$ cat config.mk
export PLATFORM = sky130hd
export DESIGN_NAME = controller_reciprocal
export DESIGN_NICKNAME = d
export VERILOG_FILES = /design/src/rtl/reciprocal_pkg.sv /design/src/rtl/controller_reciprocal_wait_timer.sv /design/src/rtl/controller_reciprocal.sv
export SDC_FILE = /design/constraint.sdc
export NUM_CORES = 1
export LEC_CHECK = 0
export ABC_AREA = 1
export CAP_MARGIN = 20
export CORE_MARGIN = 2
export CORE_UTILIZATION = 43
export CTS_CLUSTER_SIZE = 20
export DETAILED_ROUTE_END_ITERATION = 10
export GPL_ROUTABILITY_DRIVEN = 0
export GPL_TIMING_DRIVEN = 0
export PLACE_DENSITY = 0.79
export SKIP_CTS_REPAIR_TIMING = 1
export SYNTH_ARGS = -nofsm -noshare
export SYNTH_HDL_FRONTEND = slang
export SYNTH_SLANG_ARGS = --single-unit
$ cat constraint.sdc
create_clock -name clock -period 1.5 [get_ports clock]
set_clock_uncertainty 0.1 [all_clocks]
set_input_delay 0.225 -clock clock [delete_from_list [all_inputs] [get_ports clock]]
set_output_delay 0.225 -clock clock [all_outputs]
set_load 0.01 [all_outputs]
$ cat src/rtl/reciprocal_pkg.sv
// Shared types and constants for the Newton-Raphson reciprocal unit.
// Imported by the controller and its wait timer.
package reciprocal_pkg;

  typedef enum logic [3:0] {
    IDLE,
    INIT,
    M1_START,
    M1_WAIT,
    M2_START,
    M2_WAIT,
    UPDATE,
    CHECK,
    DONE,
    ABORT
  } state_t;

  localparam logic SEL_R_ONE   = 1'b0;
  localparam logic SEL_R_PROD  = 1'b1;
  localparam logic SEL_OP_RX   = 1'b1;
  localparam logic SEL_OP_CORR = 1'b0;

  localparam int ITERS_DEF   = 4;
  localparam int TIMEOUT_DEF = 64;

  function automatic int tmr_w(input int t);
    return (t <= 2) ? 1 : $clog2(t);
  endfunction

endpackage

$ cat src/rtl/controller_reciprocal_wait_timer.sv
// Wait-state watchdog: cleared on entry, counts while enabled,
// flags expiry once the count has reached TIMEOUT-1.
module wait_timer
  import reciprocal_pkg::*;
#(
  parameter int TIMEOUT = TIMEOUT_DEF
) (
  input  logic clk_i,
  input  logic rst_i,
  input  logic clr_i,
  input  logic en_i,
  output logic expired_o
);

  localparam int W = tmr_w(TIMEOUT);
  localparam logic [W-1:0] LAST = W'(TIMEOUT - 1);
  localparam logic [W-1:0] ONE  = W'(1);

  logic [W-1:0] cnt_q, cnt_d;

  assign expired_o = (cnt_q == LAST);

  always_comb begin
    cnt_d = cnt_q;
    if (clr_i)
      cnt_d = '0;
    else if (en_i && !expired_o)
      cnt_d = cnt_q + ONE;
  end

  always_ff @(posedge clk_i or posedge rst_i) begin
    if (rst_i)
      cnt_q <= '0;
    else
      cnt_q <= cnt_d;
  end

endmodule

$ cat src/rtl/controller_reciprocal.sv
// Sequencer for the Newton-Raphson reciprocal datapath:
// r <- 1.0, then ITERS rounds of r <- r*(2 - r*x) on a shared multiplier.
module controller_reciprocal
  import reciprocal_pkg::*;
#(
  parameter int ITERS   = ITERS_DEF,
  parameter int TIMEOUT = TIMEOUT_DEF
) (
  input  logic       clock,
  input  logic       reset,
  input  logic       go,
  input  logic       ready,
  input  logic [3:0] co,
  output logic       cload,
  output logic       cen,
  output logic       load,
  output logic       start,
  output logic [1:2] s,
  output logic       busy,
  output logic       done,
  output logic       err
);

  localparam logic [3:0] LAST_IT = 4'(ITERS);

  state_t state_q, state_d;
  logic   tmr_clr, tmr_en, tmr_exp;

  assign tmr_clr = (state_q == M1_START) || (state_q == M2_START);
  assign tmr_en  = (state_q == M1_WAIT)  || (state_q == M2_WAIT);

  wait_timer #(
    .TIMEOUT(TIMEOUT)
  ) u_tmr (
    .clk_i    (clock),
    .rst_i    (reset),
    .clr_i    (tmr_clr),
    .en_i     (tmr_en),
    .expired_o(tmr_exp)
  );

  always_ff @(posedge clock or posedge reset) begin
    if (reset)
      state_q <= IDLE;
    else
      state_q <= state_d;
  end

  always_comb begin
    state_d = state_q;
    unique case (state_q)
      IDLE:     if (go) state_d = INIT;
      INIT:     state_d = M1_START;
      M1_START: state_d = M1_WAIT;
      M1_WAIT: begin
        if (ready)        state_d = M2_START;
        else if (tmr_exp) state_d = ABORT;
      end
      M2_START: state_d = M2_WAIT;
      M2_WAIT: begin
        if (ready)        state_d = UPDATE;
        else if (tmr_exp) state_d = ABORT;
      end
      UPDATE:   state_d = CHECK;
      // co already reflects the increment issued in UPDATE
      CHECK:    state_d = (co == LAST_IT) ? DONE : M1_START;
      DONE:     state_d = IDLE;
      ABORT:    state_d = IDLE;
      default:  state_d = IDLE;
    endcase
  end

  always_comb begin
    cload = 1'b0;
    cen   = 1'b0;
    load  = 1'b0;
    start = 1'b0;
    s     = 2'b00;
    done  = 1'b0;
    err   = 1'b0;
    busy  = (state_q != IDLE);
    unique case (state_q)
      INIT: begin
        s[1]  = SEL_R_ONE;
        load  = 1'b1;
        cload = 1'b1;
      end
      M1_START: begin
        s[2]  = SEL_OP_RX;
        start = 1'b1;
      end
      M1_WAIT:  s[2] = SEL_OP_RX;
      M2_START: begin
        s[2]  = SEL_OP_CORR;
        start = 1'b1;
      end
      M2_WAIT:  s[2] = SEL_OP_CORR;
      UPDATE: begin
        s[1] = SEL_R_PROD;
        s[2] = SEL_OP_CORR;
        load = 1'b1;
        cen  = 1'b1;
      end
      DONE:     done = 1'b1;
      ABORT:    err  = 1'b1;
      default: ;
    endcase
  end

endmodule
**Word level (Yosys, flattened, before mapping)**

Index checks and enable logic that the tools add are counted.

- Logic and storage cells: 40
- Bits in registers: 10
- Output and inout bits: 9
- Input port bits: 8

- Reductions and logical operators: 10
- Mux-type cells: 15
- Equality and inequality tests: 12
- Add/subtract/negate cells: 1

Operators with widths:

| operator | number |
|---|---|
| 4-bit one-hot mux with 8 select lines | 1 |
| 4-bit by 3-bit equality test with 1-bit output (second input constant) | 5 |
| 4-bit 2-to-1 mux | 5 |
| 6-bit 2-to-1 mux | 2 |
| 4-bit by 2-bit equality test with 1-bit output (second input constant) | 2 |
| 4-bit equality test (second input constant) | 2 |
| 1-bit 2-to-1 mux | 7 |
| 6-bit by 1-bit adder with 6-bit output (second input constant) | 1 |
| 6-bit equality test (second input constant) | 1 |
| 2-bit OR reduction | 3 |
| 4-bit by 1-bit equality test with 1-bit output (second input constant) | 1 |
| 4-bit zero test | 1 |
| 4-bit nonzero test | 1 |
| 1-bit logical OR | 2 |
| 2-bit inequality test (second input constant) | 1 |
| 2-bit nonzero test | 1 |
| 1-bit logical AND | 1 |
| 1-bit zero test | 1 |

**Depth between registers and ports, before layout**

- Word-level depth: 5
- Depth in mapped cells: 9
- Mapped depth without buffers: 8

**Modules after synthesis**

Synthesis repeated with hierarchy kept, for this count alone.

- Cells, all modules: 114
- Area, all modules: 759.5 µm²

By module, submodules not included:

| module | sequential area each (µm²) | area an instance (µm²) | cells an instance | instances |
|---|---|---|---|---|
| wait_timer | 150.1 | 389.1 | 54 | 1 |
| controller_reciprocal | 100.1 | 370.4 | 60 | 1 |

**Worst setup path after synthesis**

No wires, ideal clock.

- Kind: register -> register
- From: register u_tmr.cnt_q[0]
- To: register state_q[2]
- Arrival: 1.148 ns
- Library setup time: 0.117 ns
- Data required time: 1.283 ns
- Cell stages (with the launch flop): 9
- Buffers on the path: 0
- Slack: 0.136 ns
- Clock period less this slack: 1.364 ns
- Cells stage by stage: dfrtp_1 > ha_1 > nand2_1 > nor2_2 > nand3_2 > nand2_4 > o21ai_1 > nand2_1 > nand2_1

- Cells in the longest elaborated chain, start to end: 4
- Elaborated cells between the ends (all ways): 5
- Classes of those cells: eq/ne: 1; mux: 4

RTL lines:

| element | line | RTL |
|---|---|---|
| start, declared | controller_reciprocal_wait_timer.sv:19 | `logic [W-1:0] cnt_q, cnt_d;` |
| start signal, assigned | controller_reciprocal_wait_timer.sv:35 | `cnt_q <= cnt_d;` |
| 6-bit equality test * | controller_reciprocal_wait_timer.sv:21 | `assign expired_o = (cnt_q == LAST);` |
| 4-bit 2-to-1 mux * | -- |  |
| 4-bit 2-to-1 mux, on equally long branches | -- |  |
| 4-bit one-hot mux with 8 select lines * | -- |  |
| end signal, assigned | controller_reciprocal.sv:46 | `state_q <= state_d;` |
| end, declared | controller_reciprocal.sv:26 | `state_t state_q, state_d;` |

Mark *: on every way between the ends. The rest lies on a longest branch, timed or not.
A chain may end at the register's enable or synchronous reset.

**Worst setup path in the final report**

- From: register state_q[3]
- To: output port start

- Cells in the longest elaborated chain, start to end: 3
- Elaborated cells between the ends (all ways): 4
- Classes of those cells: eq/ne: 2; mux: 1; reduce/logical: 1

RTL lines:

| element | line | RTL |
|---|---|---|
| 4-bit by 2-bit equality test with 1-bit output or 4-bit by 3-bit equality test with 1-bit output (tied branches) | controller_reciprocal.sv:82 | `unique case (state_q)` |
| 2-bit OR reduction (no source line) * | -- |  |
| 1-bit 2-to-1 mux * | controller_reciprocal.sv:82 |  |
| end, declared | controller_reciprocal.sv:17 | `output logic start,` |

Marked as above.

==> run summary <==
### GRT
• 0 — aggregate global routing overflow
• 637 — number of global-route vias before repair
• 0 — number of antenna violations at the first check in global routing
• 11 — pin count of the biggest net entering global routing
• 2635 um — wire length of the first global-routing pass
• 0.1826 — total global-route track usage

### Logic synthesis
• 22 — count of unique library cells instantiated by Yosys
• 706.9 um2 — cell area after synthesis
• 0.3540 — top-area cell type share of the netlist area
• 0 — total number of yosys warnings
• 32 x sky130_fd_sc_hd__nand2_1, 11 x sky130_fd_sc_hd__nand3_1, 10 x sky130_fd_sc_hd__dfrtp_1, 10 x sky130_fd_sc_hd__inv_1, 10 x sky130_fd_sc_hd__nor2_1 — cell types with the highest counts after synthesis
• sky130_fd_sc_hd__dfrtp_1 — flip-flop cell with the highest count after synthesis
• sky130_fd_sc_hd__dfrtp_1 35%, sky130_fd_sc_hd__nand2_1 17%, sky130_fd_sc_hd__nand3_1 7.8%, sky130_fd_sc_hd__inv_1 5.3%, sky130_fd_sc_hd__nor2_1 5.3% — ranking of synthesized cells by area
• sky130_fd_sc_hd__dfrtp_1 — leading area contributor after synthesis
• 112 — Post-Syn Nets
• 1.000 — Synth async-reset ratio
• 6.863 um2 — Avg Synthesized Cell Area
• 0 — number of synthesized flops with an enable pin
• 103 — synthesized netlist cell count
• 0.3540 — sequential fraction of the synthesis area
• 10 — Yosys reg bits
• sky130_fd_sc_hd__nand2_1 — most repeated cell in the gate-level netlist after synthesis

### Routing
• 1897 um — Post-Route WL
• 773 — total vias in the final route
• 25 — Iteration-0 DRC Markers
• 0 — antenna violation net count after detailed routing
• 4 — number of optimization iterations in the first detailed-route pass
• 0 — remaining routing DRC violations
• 5.259 — via density per instance
• 12.90 um — average wire per cell in the routed design

### STA
• -0.1960 ns — Worst Slack Setup Final
• 589.6 MHz — maximum achievable frequency
• 0 — Hold Vio Cnt, Final
• 1.131 — final cycle utilization of the critical path
• 0.1353 ns — Min Hold Slack
• -1.073 ns — setup TNS
• 0.3901 ns — transition time at the pin with the least slew margin
• 1.696 ns — min Tclk post-route
• 0.7396 — Max-slew headroom
• 0 — fin. max-slew vios
• 9 — Final setup violation count
• true — RSZ-0062 raised after global routing

### Clock tree
• 0.06 ns — clock input transition at the sequential cells of the worst setup and hold paths
• 10 — number of sinks handled by clock tree synthesis
• sky130_fd_sc_hd__clkbuf_4 — clock tree root driver cell
• 1 — level count of the clock H-tree
• 2 — maximum count of clock buffers along a single path
• 0.26 ns — worst-skew pair later-pin latency
• 3 — CTS buffer count
• done — CTS tree

### Finish
• 142 — net total in the final layout
• 1052 um2 — cell area after layout
• 0.3359 — fraction of final layout cells with drive strength greater than 1
• 0 — antenna fix cells
• 0.6905 — final core utilization
• 48.85% — layout-stage area growth over the synthesis result
• 147 — Finished Layout Cells

### Setup path
• 1.37 ns — signal arrival time at the worst endpoint
• reg -> out — type of the worst setup path
• 6 — maximum fanout encountered on the critical timing path
• output pin — critical path capture point type
• 1.17 ns — required time reported for the critical path endpoint
• 6 — Worst Reg-to-Reg Cells
• flip-flop — launching element type of the critical path
• state_q[3] — capturing point of the worst reg2reg path
• 0.45 ns — longest individual stage delay on the worst path
• sky130_fd_sc_hd__dfrtp_2 — Worst path slowest cell
• buf_6 -> nor2_4 -> nand2_1 -> nand2_4 -> clkbuf_2 — worst-path cell chain
• 0.04 ns — setup slack, reg-to-reg
• state_q[3] — Reg-to-Reg Start

### Placed design
• 887.1 um2 — post-detailed-placement cell area
• 16 — input/output buffers
• 135 — Cells after DPL
• 1207 um — dpl hpwl
• -0.3205 ns — worst slack at placement

### Pwr
• 1875 nW/um2 — Pwr Density
• 0.5368 nW — Leakage
• 0.001079 V — Max VDD drop
• 1.974 mW — overall power of the completed layout

### Die
• 1524 um2 — Core Region
• 44.55 um — y dimension of the die
• 1984 um2 — die area
• 44.55 um — Die W
• 14 — standard-cell row count
• 17 — I/O pins
• 0.4639 — initial cell density of the core

### Worst hold path
• in -> async — class of the tightest hold or removal check

### Status
• setup timing — violated checks
• finished with violations — run status

### Job
• 0 — Max Cap Violations

flip-flops by register name, indices dropped and copies added, names as in the netlist:
signal	count
u_tmr.cnt_q	6
state_q	4
worst max-delay path by stage:
stage / from / endpoint / slack [ns] / cells after the start
floorplan: u_tmr.cnt_q[0] / state_q[2] / 0.14 / 8
global placement: state_q[3] / start / -0.32 / 4
detailed placement: state_q[3] / start / -0.32 / 4
CTS: state_q[3] / start / -0.61 / 4
global route: state_q[3] / s[1] / -0.24 / 6
finish: state_q[3] / start / -0.20 / 5
critical path: cells and delay by family, from the launching register on:
kind	cells	cell delay, ns
buf+inv	2	0.28
simple gates	3	0.37
flops	1	0.45
area by class of cell:
type                    instances  area (um2)
fillers                       118       471.7
multi-input cells              77       416.7
flip-flops and latches         10       254.0
repair buffers                 25       251.5
inverters                      13       53.80
plain buffers                   3       33.78
clock buffers                   3       22.52
well taps                      16       20.02
cell families after synthesis:
logic type / share of synthesized area
AO/OA/AOI/OAI: 0.06371
XOR/XNOR: 0.01239
AND/OR/NAND/NOR: 0.4389
buffers and inverters: 0.1133
flip-flops: 0.3540
adder cells (fa/ha/maj): 0.01770
cells in the final DEF (no fill, tap or decap), drive strengths merged, types with 3 or more instances in the layout:
master	instances
nand2	36
buf	16
inv	13
nor2	13
nand3	12
dfrtp	10
o21ai	8
clkdlybuf4s50	7
clkbuf	5
dlymetal6s2s	3
power by group:
| part | switching [mW] | leakage, nW | internal [mW] |
|---|---|---|---|
| Clock | 0.0863 | 0.0138 | 0.0924 |
| Sequential | 0.0838 | 0.127 | 0.360 |
| Combinational | 0.739 | 0.396 | 0.612 |
routing by layer:
layer / track usage / part of all wire / vias to the layer above
met3: 0.07347 / 0.055 / 6
met2: 0.2783 / 0.51 / 29
met5: 0 / 0 / -
li1: - / - / 387
met1: 0.2290 / 0.41 / 351
met4: 0.07273 / 0.028 / 0
No activity file was read; power rests on OpenSTA's default activity.
